## config.mk

```make
export PLATFORM = sky130hd
export DESIGN_NAME = spi_slave_dual_resp
export DESIGN_NICKNAME = d
export VERILOG_FILES = /design/src/rtl/spi_pkg.sv /design/src/rtl/spi_sync_edge.sv /design/src/rtl/spi_slave_dual_resp.sv
export SDC_FILE = /design/constraint.sdc
export NUM_CORES = 1
export LEC_CHECK = 0
export ABC_AREA = 1
export CORE_MARGIN = 8
export CORE_UTILIZATION = 30
export DETAILED_ROUTE_END_ITERATION = 10
export SETUP_SLACK_MARGIN = 0.3
export SLEW_MARGIN = 10
export SYNTH_ARGS = -nofsm -noshare
export SYNTH_HDL_FRONTEND = slang
export SYNTH_SLANG_ARGS = --single-unit
export TNS_END_PERCENT = 20
```

## constraint.sdc

```tcl
create_clock -name clk -period 1.72 [get_ports clk]
set_clock_uncertainty 0.15 [all_clocks]
set_input_delay 0.258 -clock clk [delete_from_list [all_inputs] [get_ports clk]]
set_output_delay 0.258 -clock clk [all_outputs]
set_load 0.02 [all_outputs]
```

## src/rtl/spi_pkg.sv

```systemverilog
`default_nettype none
// ============================================================================
//  Module   : spi_pkg
//  Purpose  : Shared definitions for the SPI responder.
//             - Default byte width and default underrun reply byte.
//             - FSM state encoding (IDLE / LOAD / SHIFT).
//  Revision : 1.0 - initial release
// ============================================================================
package spi_pkg;

  localparam int         SPI_DATA_W    = 8;
  localparam logic [7:0] SPI_IDLE_BYTE = 8'h00;

  typedef enum logic [1:0] {
    ST_IDLE  = 2'd0,
    ST_LOAD  = 2'd1,
    ST_SHIFT = 2'd2
  } spi_state_e;

endpackage
`default_nettype wire

```

## src/rtl/spi_sync_edge.sv

```systemverilog
`default_nettype none
// ============================================================================
//  Module   : spi_sync_edge
//  Purpose  : Brings one asynchronous pin into the clk domain through a
//             SYNC_STAGES flop chain, then one edge-detect flop. An edge on
//             the pin shows up as a one-clk rise/fall pulse that the next
//             clk edge acts on (SYNC_STAGES+1 clk pin-to-action latency).
//  Ports    : clk     - system clock
//             rst     - asynchronous active-high reset
//             din_i   - asynchronous input pin
//             level_o - synchronised level
//             rise_o  - one-clk pulse on a synchronised 0->1 transition
//             fall_o  - one-clk pulse on a synchronised 1->0 transition
//  Revision : 1.0 - initial release
// ============================================================================
module spi_sync_edge #(
  parameter int   SYNC_STAGES = 2,
  parameter logic RST_VAL     = 1'b0
) (
  input  logic clk,
  input  logic rst,
  input  logic din_i,
  output logic level_o,
  output logic rise_o,
  output logic fall_o
);

  logic [SYNC_STAGES-1:0] sync_q;
  logic                   prev_q;

  // Reset to the pin's idle level so that leaving reset never fakes an edge.
  always_ff @(posedge clk or posedge rst) begin
    if (rst) begin
      sync_q <= {SYNC_STAGES{RST_VAL}};
      prev_q <= RST_VAL;
    end else begin
      sync_q <= {sync_q[SYNC_STAGES-2:0], din_i};
      prev_q <= sync_q[SYNC_STAGES-1];
    end
  end

  assign level_o = sync_q[SYNC_STAGES-1];
  assign rise_o  = level_o & ~prev_q;
  assign fall_o  = ~level_o & prev_q;

endmodule
`default_nettype wire

```

## src/rtl/spi_slave_dual_resp.sv

```systemverilog
`default_nettype none
// ============================================================================
//  Module   : spi_slave_dual_resp
//  Purpose  : SPI mode-0 responder, MSB first, one instance per ss_n line.
//             sck/ss_n/mosi are oversampled in the clk domain. Replies come
//             from a one-entry holding register filled by a valid/ready
//             handshake; received bytes appear on rx_data with rx_valid.
//  Ports    : clk, rst          - clock, asynchronous active-high reset
//             sck, ss_n, mosi   - SPI pins from the master (asynchronous)
//             miso, miso_oe     - reply data and its drive enable
//             tx_data/valid/ready - reply byte handshake
//             rx_data, rx_valid - received byte and one-clk strobe
//             busy              - frame in progress
//             tx_underrun       - byte started with empty holding register
//             frame_abort       - ss_n deasserted in the middle of a byte
//  Options  : SPI_SLAVE_ECHO_EN - when defined, an underrun replies with the
//             last received byte instead of IDLE_BYTE.
//  Revision : 1.0 - initial release
// ============================================================================
module spi_slave_dual_resp
  import spi_pkg::*;
#(
  parameter int                DATA_W      = SPI_DATA_W,
  parameter int                SYNC_STAGES = 2,
  parameter logic [DATA_W-1:0] IDLE_BYTE   = DATA_W'(SPI_IDLE_BYTE)
) (
  input  logic              clk,
  input  logic              rst,
  input  logic              sck,
  input  logic              ss_n,
  input  logic              mosi,
  output logic              miso,
  output logic              miso_oe,
  input  logic [DATA_W-1:0] tx_data,
  input  logic              tx_valid,
  output logic              tx_ready,
  output logic [DATA_W-1:0] rx_data,
  output logic              rx_valid,
  output logic              busy,
  output logic              tx_underrun,
  output logic              frame_abort
);

  localparam int               CNT_W    = $clog2(DATA_W);
  localparam logic [CNT_W-1:0] LAST_BIT = CNT_W'(DATA_W - 1);

  logic sck_lvl, sck_rise, sck_fall;
  logic ss_lvl, ss_rise, ss_fall;
  logic mosi_lvl, mosi_rise, mosi_fall;
  logic w_unused;

  spi_sync_edge #(.SYNC_STAGES(SYNC_STAGES), .RST_VAL(1'b0)) u_sync_sck (
    .clk(clk), .rst(rst), .din_i(sck),
    .level_o(sck_lvl), .rise_o(sck_rise), .fall_o(sck_fall));

  spi_sync_edge #(.SYNC_STAGES(SYNC_STAGES), .RST_VAL(1'b1)) u_sync_ss (
    .clk(clk), .rst(rst), .din_i(ss_n),
    .level_o(ss_lvl), .rise_o(ss_rise), .fall_o(ss_fall));

  spi_sync_edge #(.SYNC_STAGES(SYNC_STAGES), .RST_VAL(1'b0)) u_sync_mosi (
    .clk(clk), .rst(rst), .din_i(mosi),
    .level_o(mosi_lvl), .rise_o(mosi_rise), .fall_o(mosi_fall));

  assign w_unused = &{1'b0, sck_lvl, ss_lvl, mosi_rise, mosi_fall};

  spi_state_e        state_q, state_d;
  logic [CNT_W-1:0]  bitcnt_q, bitcnt_d;
  logic [DATA_W-1:0] rx_shift_q, rx_shift_d;
  logic [DATA_W-1:0] tx_shift_q, tx_shift_d;
  logic [DATA_W-1:0] hold_q, hold_d;
  logic              hold_full_q, hold_full_d;
  logic              load_pend_q, load_pend_d;
  logic              miso_q, miso_d;
  logic              miso_oe_q, miso_oe_d;
  logic [DATA_W-1:0] rx_data_q, rx_data_d;
  logic              rx_valid_q, rx_valid_d;
  logic              underrun_q, underrun_d;
  logic              abort_q, abort_d;

  logic              do_load;
  logic              byte_last;
  logic [DATA_W-1:0] load_byte;
  logic [DATA_W-1:0] rx_next;
  logic [DATA_W-1:0] fallback;

`ifdef SPI_SLAVE_ECHO_EN
  assign fallback = rx_data_q;
`else
  assign fallback = IDLE_BYTE;
`endif

  always_ff @(posedge clk or posedge rst) begin
    if (rst) begin
      state_q     <= ST_IDLE;
      bitcnt_q    <= '0;
      rx_shift_q  <= '0;
      tx_shift_q  <= '0;
      hold_q      <= '0;
      hold_full_q <= 1'b0;
      load_pend_q <= 1'b0;
      miso_q      <= 1'b0;
      miso_oe_q   <= 1'b0;
      rx_data_q   <= '0;
      rx_valid_q  <= 1'b0;
      underrun_q  <= 1'b0;
      abort_q     <= 1'b0;
    end else begin
      state_q     <= state_d;
      bitcnt_q    <= bitcnt_d;
      rx_shift_q  <= rx_shift_d;
      tx_shift_q  <= tx_shift_d;
      hold_q      <= hold_d;
      hold_full_q <= hold_full_d;
      load_pend_q <= load_pend_d;
      miso_q      <= miso_d;
      miso_oe_q   <= miso_oe_d;
      rx_data_q   <= rx_data_d;
      rx_valid_q  <= rx_valid_d;
      underrun_q  <= underrun_d;
      abort_q     <= abort_d;
    end
  end

  always_comb begin
    state_d     = state_q;
    bitcnt_d    = bitcnt_q;
    rx_shift_d  = rx_shift_q;
    tx_shift_d  = tx_shift_q;
    hold_d      = hold_q;
    hold_full_d = hold_full_q;
    load_pend_d = load_pend_q;
    miso_d      = miso_q;
    miso_oe_d   = miso_oe_q;
    rx_data_d   = rx_data_q;
    rx_valid_d  = 1'b0;
    underrun_d  = 1'b0;
    abort_d     = 1'b0;
    do_load     = 1'b0;
    load_byte   = '0;
    rx_next     = {rx_shift_q[DATA_W-2:0], mosi_lvl};
    byte_last   = sck_rise && (bitcnt_q == LAST_BIT);

    unique case (state_q)
      ST_IDLE: begin
        if (ss_fall) state_d = ST_LOAD;
      end
      ST_LOAD: begin
        if (ss_rise) begin
          state_d   = ST_IDLE;
          miso_oe_d = 1'b0;
          miso_d    = 1'b0;
        end else begin
          do_load     = 1'b1;
          miso_oe_d   = 1'b1;
          bitcnt_d    = '0;
          load_pend_d = 1'b0;
          state_d     = ST_SHIFT;
        end
      end
      ST_SHIFT: begin
        if (sck_rise) begin
          rx_shift_d = rx_next;
          if (byte_last) begin
            rx_data_d   = rx_next;
            rx_valid_d  = 1'b1;
            bitcnt_d    = '0;
            // Next byte is loaded on the coming sck fall.
            load_pend_d = 1'b1;
          end else begin
            bitcnt_d = bitcnt_q + CNT_W'(1);
          end
        end
        // ss_rise wins over a coincident sck fall, so a master that drops
        // sck and ss_n together does not trigger a spurious reload.
        if (ss_rise) begin
          state_d     = ST_IDLE;
          miso_oe_d   = 1'b0;
          miso_d      = 1'b0;
          load_pend_d = 1'b0;
          bitcnt_d    = '0;
          abort_d     = sck_rise ? !byte_last : (bitcnt_q != '0);
        end else if (sck_fall) begin
          if (load_pend_q) begin
            do_load     = 1'b1;
            load_pend_d = 1'b0;
          end else begin
            tx_shift_d = tx_shift_q << 1;
            miso_d     = tx_shift_q[DATA_W-2];
          end
        end
      end
      default: state_d = ST_IDLE;
    endcase

    // Holding register: a load drains it first; a handshake into an empty
    // register during a load bypasses straight into the shifter.
    if (do_load) begin
      if (hold_full_q) begin
        load_byte   = hold_q;
        hold_full_d = 1'b0;
      end else if (tx_valid) begin
        load_byte = tx_data;
      end else begin
        load_byte  = fallback;
        underrun_d = 1'b1;
      end
      tx_shift_d = load_byte;
      miso_d     = load_byte[DATA_W-1];
    end else if (tx_valid && !hold_full_q) begin
      hold_d      = tx_data;
      hold_full_d = 1'b1;
    end
  end

  assign miso        = miso_q;
  assign miso_oe     = miso_oe_q;
  assign tx_ready    = ~hold_full_q;
  assign rx_data     = rx_data_q;
  assign rx_valid    = rx_valid_q;
  assign busy        = (state_q != ST_IDLE);
  assign tx_underrun = underrun_q;
  assign frame_abort = abort_q;

endmodule
`default_nettype wire
```

After elaboration in Yosys (flattened, before gate mapping). Index checks and enable logic that the tools add are counted.

Register bits after elaboration: 50. Input port bits: 14. Output and inout port bits: 15. Logic and storage cells: 108.

$add $sub $neg: 1. Equal/unequal tests: 12. Muxes and demuxes: 46. Bitwise logic cells: 10. Reduce and logical (&&, ||, !) cells: 21.

Operators with widths (number): $mux W7 (5); $mux W1 (26); $mux W8 (2); $mux W3 (4); $reduce_and A2 Y1 (5); $reduce_bool A2 Y1 (5); $ne A4 B4 Y1 const B (2); $pmux W1 S2 (4); $reduce_and A4 Y1 (2); $mux W2 (3); $ne A2 B2 Y1 const B (3); $ne A3 B3 Y1 const B (2); $not A1 Y1 (6); $pmux W2 S3 (1); $pmux W3 S2 (1); $reduce_and A3 Y1 (2); $reduce_bool A3 Y1 (2); $and A1 B1 Y1 (4); $ne A2 B1 Y1 const B (2); $add A3 B1 Y3 const B (1); $eq A3 B3 Y1 const B (1); $eq A2 B1 Y1 const B (1); $eq A2 B2 Y1 const B (1); $logic_and A1 B1 Y1 (2); 2 further kinds (3).

Logic depth before layout (Yosys ltp).
Word-level depth: 9. Mapped depth: 9. Depth with buffers taken out: 9.

Cells and area by module. A second synthesis with hierarchy kept.

Cells, all modules: 269. Area total of the unflattened synthesis: 2324.7 um2.

Modules (own cells, without submodules): spi_slave_dual_resp (times used 1, cells an instance 245, area each 2039.5 um2); spi_sync_edge (u_sync_mosi ...) (times used 2, cells an instance 8, area each 93.8 um2); spi_sync_edge (u_sync_ss) (times used 1, cells an instance 8, area each 97.6 um2).

Worst setup path before layout. No wires, ideal clock.

Path kind: register to register. Start point: register state_q[0]. End point: register tx_shift_q[1]. Arrival: 1296 ps. Data required time: 1453 ps. Slack: 157 ps. Stages on the path, launching flop included: 9. Period minus slack after synthesis: 1563 ps. Path through: dfrtp_1 inv_1 ha_1 nand2_2 o21ai_2 nand2_1 buf_2 nand3_1 nand2_1.

Cells in the longest elaborated chain, start to end: 4.

Ends and longest elaborated chain: start: declaration (line spi_slave_dual_resp.sv:66) `spi_state_e state_q, state_d;`; start signal: assignment (line spi_slave_dual_resp.sv:108) `state_q <= state_d;`; $eq A2 B2 Y1 or $eq A2 B1 Y1 (tied branches) (line spi_slave_dual_resp.sv:143) `unique case (state_q)`; $pmux W1 S2 (line spi_slave_dual_resp.sv:143); $ne A2 B1 Y1 (no source line) or $reduce_bool A2 Y1 (tied branches); $reduce_and A4 Y1 (no source line); end signal: assignment (line spi_slave_dual_resp.sv:111) `tx_shift_q <= tx_shift_d;`; end: declaration (line spi_slave_dual_resp.sv:69) `logic [DATA_W-1:0] tx_shift_q, tx_shift_d;`.

Parallel ways exist; a longest one is shown, timed or not. A chain may end at the register's enable or synchronous reset.

Worst setup path after layout.
Start point: register underrun_q (netlist: tx_underrun). End point: output tx_underrun.

RTL lines: start: declaration (line spi_slave_dual_resp.sv:77) `logic underrun_q, underrun_d;`; start signal: assignment (line spi_slave_dual_resp.sv:119) `underrun_q <= underrun_d;`; end: declaration (line spi_slave_dual_resp.sv:40) `output logic tx_underrun,`.

No word-level cell between the ends.

==> reports/results.ini <==
[outcome]
outcome = finished clean

[cts]
clkLatencyLatePin_ns = 0.30
cts_tree = built
clkSlewWorstSetupHoldPaths_ns = 0.09
cts-buffers-inserted = 5
cts_num_sinks = 50
cts_buffer_depth = 2
clockRootBuffer = clkbuf_8
htree_num_levels = 2

[final_layout]
finish.instance_area_um2 = 3140
most_frequent_standard_cell_in_the_layout_excluding_fill_and_tap_cells = nand2_1
area_growth_syn_to_layout_pct = 40.7
nFillCells = 723
commonest_non_fill_non_tap_cells_in_the_layout = nand2_1 (58), dfrtp_1 (47), inv_1 (25)
final_layout_size_suffix_gt1_share_pct = 28.3
n_antenna_cell = 0
finish.net_count = 330

[sta]
setup_ws_ns = 0.0918
final.min_clock_period_ns = 1.63
tns_ns = 0
setup_viol = 0
timing_hold_violations_final = 0
worst_slew_pin_slew_ns = 0.376
rsz0062_at_grt = true
maxSlewHeadroom_pct = 74.9
period_share_pct = 94.7
finalMaxSlewViolations = 0
max_freq_ghz = 0.614
hold_slack_ns = 0.141

[floorplan]
core.rowCount = 31
core_um2 = 7210
die-width_um = 102
boundaryPins = 29
die_y_um = 102
die_outline_area_um2 = 10500
initial_core_util_pct = 31.0

[critical_path]
criticalPathCategory = reg -> out
worstRegToRegCells = 8
critical-path-top-delay-family = buffers and inverters
setup.worst_path.start = tx_underrun
required_ns = 1.31
critPathArrivalTime_ns = 1.22
worstSetupEndpointType = primary output
worst-path-max-fanout = 1
library_cell_contributing_the_largest_single_delay_on_the_critical_path = clkdlybuf4s50_1
worstPathCellList = clkdlybuf4s50_1
regToRegStartpoint = state_q[0]
worst-path-buf-inv = 1
critPathMaxStageDelay_ns = 0.60
total_stage_count_of_the_critical_path = 1
timing.critical_path.from_type = flop

[global_routing]
grt_pass1_vias = 1712
grt_usage_pct = 9.11
first_pass_grt_wire_length_um = 7630
grt_max_degree = 20
number_of_antenna_violations_at_the_first_check_in_global_routing = 0
globalRouteOverflowTotal = 0

[logic_synthesis]
synth.ff_latch_count = 50
ys.warnings.count = 0
netlist-cell-type-count = 25
mappedNetlistNets = 268
synthCells = 248
synth_seq_area_share_pct = 56.2
cell_area_after_synthesis_um2 = 2230
synthesis.area_per_instance_um2 = 9.01

[job]
cap_violations = 0

[placement]
globalplace.congestion = 0.797
placed_area_um2 = 2770
preCtsSetupSlack_ns = 0.0137
hpwlAfterDp_um = 3230
port_buffers = 28

[pwr]
power_per_cell_area_nw_per_um2 = 1340
worst_ir_drop_vdd_uv = 589
total_power_mw = 4.22
p_leak_nw = 1.58

[routing]
drt_pre_antenna_iters = 4
vias = 1786
routed_len_inst_um = 11.4
drcViolationCount = 0
viasPerCell = 4.36
detail-route-antenna-nets = 0
postRouteWirelength_um = 4690
initialDrtViolationCount = 55

[hold_path]
holdCritPathClass = in -> async

==> per-layer routing <==
layer / global-route usage (%) / part of all wire (%) / wire length, um
met4: 3.72 / 1.7 / 80
met3: 2.04 / 2.5 / 116
met2: 14.4 / 48 / 2230
met1: 11.7 / 48 / 2260
met5: 0 / 0 / 0
==> where the power goes <==
group | switching (mW) | internal (mW) | leakage [nW]
registers | 0.155 | 1.46 | 0.637
logic | 1.00 | 0.894 | 0.895
clock network | 0.380 | 0.324 | 0.0472
total | 1.54 | 2.68 | 1.58
==> Yosys cell counts, drive strengths merged <==
master / count / area (um^2)
o21ai: 24 / 150
dfrtp: 47 / 1180
clkinv: 1 / 8.76
ha: 6 / 75.1
o21a: 1 / 7.51
buf: 6 / 42.5
nand2: 69 / 264
nor3: 2 / 15.0
a22oi: 2 / 15.0
dfstp: 3 / 78.8
a21boi: 1 / 7.51
nor2: 22 / 95.1
a21oi: 4 / 20.0
o22ai: 1 / 6.26
inv: 31 / 116
a22o: 4 / 35.0
nand3: 24 / 120
==> metrics by stage <==
stage          util (%)  cells
2_1_floorplan         -    248
3_3_place_gp       38.4    385
3_5_place_dp       38.4    385
4_1_cts            40.7    398
5_1_grt            43.5    410
6_report           43.5    410
==> final timing paths <==
| path | endpoint | slack (ns) |
|---|---|---|
| setup / recovery | tx_underrun | 0.09 |
| hold / removal | load_pend_q | 0.14 |
| setup reg to reg | tx_shift_q[3] | 0.10 |
| hold reg to reg | u_sync_sck.sync_q[1] | 0.20 |
| max in group asynchronous | tx_shift_q[1] | 0.87 |
| min in group clk | u_sync_sck.sync_q[1] | 0.20 |
==> cell families after synthesis <==
kind of cell | count (synthesis) | share of synthesized area (%)
flops | 50 | 56.2
simple gates | 117 | 22.1
buf+inv | 38 | 7.51
fa+ha+maj | 6 | 3.36
compound gates | 37 | 10.8
==> state kept, by name (all words and copies together), names as in the netlist <==
signal              count
bitcnt_q                3
tx_shift_q              7
u_sync_mosi.sync_q      2
load_pend_q             1
u_sync_ss.prev_q        1
u_sync_ss.sync_q        2
tx_underrun             1
u_sync_sck.sync_q       2
rx_data                 8
rx_valid                1
miso                    1
state_q                 2
hold_full_q             1
hold_q                  8
frame_abort             1
rx_shift_q              7
miso_oe                 1
u_sync_sck.prev_q       1
==> what timing repair did <==
| item | in CTS | in global routing |
|---|---|---|
| hold buffers | 0 | 0 |
| pin swaps | 4 | 7 |
| setup endpoints to repair | 55 | 55 |
| buffers inserted | 5 | 9 |
| gates resized for setup | 34 | 26 |
| gates cloned | 0 | 3 |
==> layout make-up <==
type / count / area [um^2] / share of cell area, %
clock buffer: 6 / 82.6 / 2.63
clock inverter: 2 / 12.5 / 0.398
inverter: 32 / 129 / 4.10
multi-input combinational: 160 / 932 / 29.7
sequential: 50 / 1250 / 39.9
tap: 99 / 124 / 3.94
timing repair buffer: 61 / 607 / 19.3
(Power assumes the default switching activity.)
==> variant 1 (same flow settings) <==
Build with the macro `SPI_SLAVE_ECHO_EN` defined.
--- a/src/rtl/spi_slave_dual_resp.sv
+++ b/src/rtl/spi_slave_dual_resp.sv
@@ -17,6 +17,8 @@
 //             last received byte instead of IDLE_BYTE.
 //  Revision : 1.0 - initial release
 // ============================================================================
+`define SPI_SLAVE_ECHO_EN
+
 module spi_slave_dual_resp
   import spi_pkg::*;
 #(
Function: same outputs for any inputs over 10 cycles, from zero or initial values and one cycle with rst high; that may be too few to reach the edited logic, so the function may still have changed.
==> variant 1 against the original RTL <==
Final area decreased by 6.1%. Routed wire length increased by 0.47%. Worst hold slack improved by 55 ps. Power decreased by 8.3%. Critical endpoint is now rx_data[0]$_DFFE_PP0P_. Area after synthesis increased by 2.4%. Worst setup slack improved by 26 ps. Sequential cell count unchanged. Combinational power decreased by 19%. Critical path depth increased by 7.
==> variant 1: results (changes against the original RTL) <==
[run_status]
outcome = finished clean  ; unchanged

[final_layout]
buffers = 42  ; was 61
fillers = 750  ; was 723
final_cell_count_no_fill = 405  ; was 410
inv_count = 30  ; was 32
multi_input_cells = 173  ; was 160
area_delta_synth_final_pct = 28.9  ; was 40.7%

[floorplanning]
dieArea_mm2 = 0.0107  ; was 0.0105 mm²

[pwr]
power.leakage_nw = 1.40  ; was 1.58 nW
vdd_drop_max_mv = 0.467  ; was 0.589 mV

[global_routing]
grt_max_degree = 51  ; was 20
grt_util_met2 = 0.148  ; was 0.144
grt_pass1_vias = 1716  ; was 1712
grt_pass1_wl_um = 8110  ; was 7630 µm

[drt]
wl_met3_um = 197  ; was 116 µm
route.met2.wl_um = 2210  ; was 2230 µm
post_drt_via_cell_ratio = 4.36  ; about the same

[setup_path]
cp_max_fo = 16  ; was 1
crit_arrival_ps = 1660  ; was 1220 ps
critPathMaxStageDelay_ps = 390  ; was 600 ps

[synthesis]
synth_cell_types = 26  ; was 25
syn_nets = 280  ; was 268
netlist_top_cells_area = dfrtp_1, nand2_1, nand3_1  ; unchanged
synth_mux_area_frac = 0.00438  ; was 0
synth_commonest_cells = nand2_1, dfrtp_1, nand3_1, inv_1, o21ai_0  ; was nand2_1, dfrtp_1, inv_1, nand3_1, nor2_1
avgSynthCellArea_um2 = 8.80  ; was 9.01 µm²
synthAdderAreaFrac = 0.0328  ; was 0.0336

[place]
gp_congestion = 0.807  ; was 0.797
dp_slack_ps = 21.0  ; was 13.7 ps
place_inst = 393  ; was 385

==> variant 1: path summary, 6_finish.rpt <==
| path | slack (ps) | cells after the start | endpoint |
|---|---|---|---|
| max in group asynchronous | 950 | 3 | u_sync_ss.sync_q[1]$_DFF_PP1_ |
| max reg2reg | 120 | 8 | rx_data[0]$_DFFE_PP0P_ |
| min reg2reg | 210 | 0 | u_sync_sck.sync_q[1]$_DFF_PP0_ |
| min | 200 | 3 | frame_abort$_DFF_PP0_ |
| max | 120 | 8 | rx_data[0]$_DFFE_PP0P_ |
| min in group clk | 200 | 1 | u_sync_ss.sync_q[0]$_DFF_PP1_ |
==> variant 1: worst register-to-register path, cell delays in order, from the launching register on <==
cell and delay (ps):
dfrtp_1 390, buf_4 140, ha_4 170, inv_1 190, nor2_4 70, nand2_2 200, inv_1 90, nand2_1 60
nand2_1 40
==> variant 1: repair_timing <==
item                                    in CTS  in global routing
endpoints found under the hold margin        0                  0
pin swaps                                    0                  5
resized for setup                           43                 12
endpoints found under the setup margin      56                 54
setup buffers                                2                  2
==> variant 2 (same flow settings) <==
Without the edit above. Reset style: synchronous (`rst`), changed in 2 clocked blocks. Comments in the files are not updated.
--- a/src/rtl/spi_sync_edge.sv
+++ b/src/rtl/spi_sync_edge.sv
@@ -29,7 +29,7 @@
   logic                   prev_q;
 
   // Reset to the pin's idle level so that leaving reset never fakes an edge.
-  always_ff @(posedge clk or posedge rst) begin
+  always_ff @(posedge clk) begin
     if (rst) begin
       sync_q <= {SYNC_STAGES{RST_VAL}};
       prev_q <= RST_VAL;
--- a/src/rtl/spi_slave_dual_resp.sv
+++ b/src/rtl/spi_slave_dual_resp.sv
@@ -89,7 +89,7 @@
   assign fallback = IDLE_BYTE;
 `endif
 
-  always_ff @(posedge clk or posedge rst) begin
+  always_ff @(posedge clk) begin
     if (rst) begin
       state_q     <= ST_IDLE;
       bitcnt_q    <= '0;
Formal check against the unedited RTL: differs if rst is asserted again (counterexample within 4 cycles, from zero or initial values and one cycle with rst high); with rst held inactive, the same outputs for 10 cycles.
==> variant 2 against the original RTL <==
Area after synthesis decreased by 4.6%. Final area decreased by 3.5%. Core utilization increased by 0.85 points. Sequential cell count unchanged. Sequential power decreased by 15%. Final cell count decreased by 2.4%. Worst setup slack got worse by 18 ps. Routed wire length increased by 0.55%. Fmax decreased by 1.1%. Power decreased by 10%. Die area decreased by 3.9%. Critical endpoint is now rx_data[1]. Largest cell class is now multi-input combinational cells. Largest power group unchanged.
==> variant 2: results (changes against the original RTL) <==
[place]
dp_hpwl_um = 3160  ; was 3230 µm
place_area_mm2 = 0.00263  ; was 0.00277 mm²
dp_slack_ps = -39.1  ; was 13.7 ps
place_inst = 379  ; was 385
gp_congestion = 0.755  ; was 0.797

[drt]
vias = 1830  ; was 1786
top_layer = met4  ; unchanged
drt-initial-drc-count = 65  ; was 55
m1WireLength_um = 2260  ; about the same
wl_um = 4710  ; was 4690 µm
post_drt_via_cell_ratio = 4.58  ; was 4.36
route.met2.wl_um = 2240  ; was 2230 µm
wl_met3_um = 194  ; was 116 µm

[synthesis]
netlist_top_cells_area = dfxtp_1, nand3_1, nand2_1  ; was dfrtp_1, nand2_1, nand3_1
synth_commonest_cells = dfxtp_1, nand2_1, nand3_1, a21oi_1, inv_1  ; was nand2_1, dfrtp_1, inv_1, nand3_1, nor2_1
synthArstFlopShare = 0  ; was 1.00
synth_cell_types = 28  ; was 25
avgSynthCellArea_um2 = 8.36  ; was 9.01 µm²
syn_nets = 275  ; was 268
ys_seq_area_frac = 0.470  ; was 0.562
synthCells = 255  ; was 248

[setup_path]
reg2reg_to = tx_shift_q[5]$_SDFFE_PP0P_  ; was tx_shift_q[3]$_DFFE_PP0P_
worstRegToRegCells = 8  ; unchanged
startpoint = rx_data[1]$_SDFFE_PP0P_  ; was tx_underrun$_DFF_PP0_
worstReg2RegStart = state_q[0]$_SDFFE_PP0P_  ; was state_q[0]$_DFFE_PP0P_
cp_max_fo = 2  ; was 1
endpoint = rx_data[1]  ; was tx_underrun
crit_arrival_ps = 1240  ; was 1220 ps

[pwr]
clkPwrFrac = 0.218  ; was 0.167
switching_power_mw = 1.35  ; was 1.54 mW
vdd_drop_max_mv = 0.529  ; was 0.589 mV
pg_comb_mw = 1.59  ; was 1.90 mW
power.leakage_nw = 1.19  ; was 1.58 nW
p_per_area_mw_per_mm2 = 1250  ; was 1340 mW/mm²
swShare = 0.358  ; was 0.364

[global_routing]
grt_max_degree = 32  ; was 20
grt_pass1_wl_um = 7980  ; was 7630 µm
use_met3 = 0.0284  ; was 0.0204
met1_usage = 0.115  ; was 0.117
grt_util_met2 = 0.159  ; was 0.144

[clock_network]
path_clk_slew_ps = 90  ; about the same
post_cts.repair.setup_buffers = 7  ; was 5
cts_resized = 22  ; was 34

[final_layout]
nets = 323  ; was 330
drive_above_1_share = 0.286  ; was 0.283
design.seq.count = 50  ; unchanged
buffers = 50  ; was 61
buffer_area_frac = 0.164  ; was 0.193
multi_input_cells = 168  ; was 160
inv_count = 28  ; was 32
clk_share = 0.0375  ; was 0.0303
multi_input_area_mm2 = 0.00118  ; was 932 µm²
fillers = 694  ; was 723

[sta]
fin_crit_sh = 0.957  ; was 0.947
holdWs_ps = 255  ; was 141 ps
max_slew_margin = 0.720  ; was 0.749

[run_status]
outcome = finished clean  ; unchanged

[hold_path]
min_path_type = register to register  ; was input port to async pin

## variant 2: worst register-to-register path, delay by kind of cell, from the launching register on
family / cells / cell delay (ps)
AO/OA/AOI/OAI: 2 / 310
buffers and inverters: 2 / 220
adder cells (fa/ha/maj): 1 / 170
AND/OR/NAND/NOR: 3 / 280
flip-flops: 1 / 370
## variant 2: worst min path at each step
stage,cells past startpoint,to
finish,2,u_sync_sck.sync_q[1]$_SDFF_PP0_
global route,2,u_sync_mosi.sync_q[1]$_SDFF_PP0_
CTS,2,u_sync_sck.sync_q[1]$_SDFF_PP0_
detailed placement,1,u_sync_ss.sync_q[1]$_SDFF_PP1_
global placement,1,u_sync_ss.sync_q[1]$_SDFF_PP1_
floorplan,1,rx_valid$_SDFF_PP0_
## variant 2: logic make-up after synthesis
logic type,after synthesis,synth area share
compound gates,64,0.193
fa+ha+maj,6,0.0352
buf+inv,39,0.0799
flops,50,0.470
simple gates,96,0.222
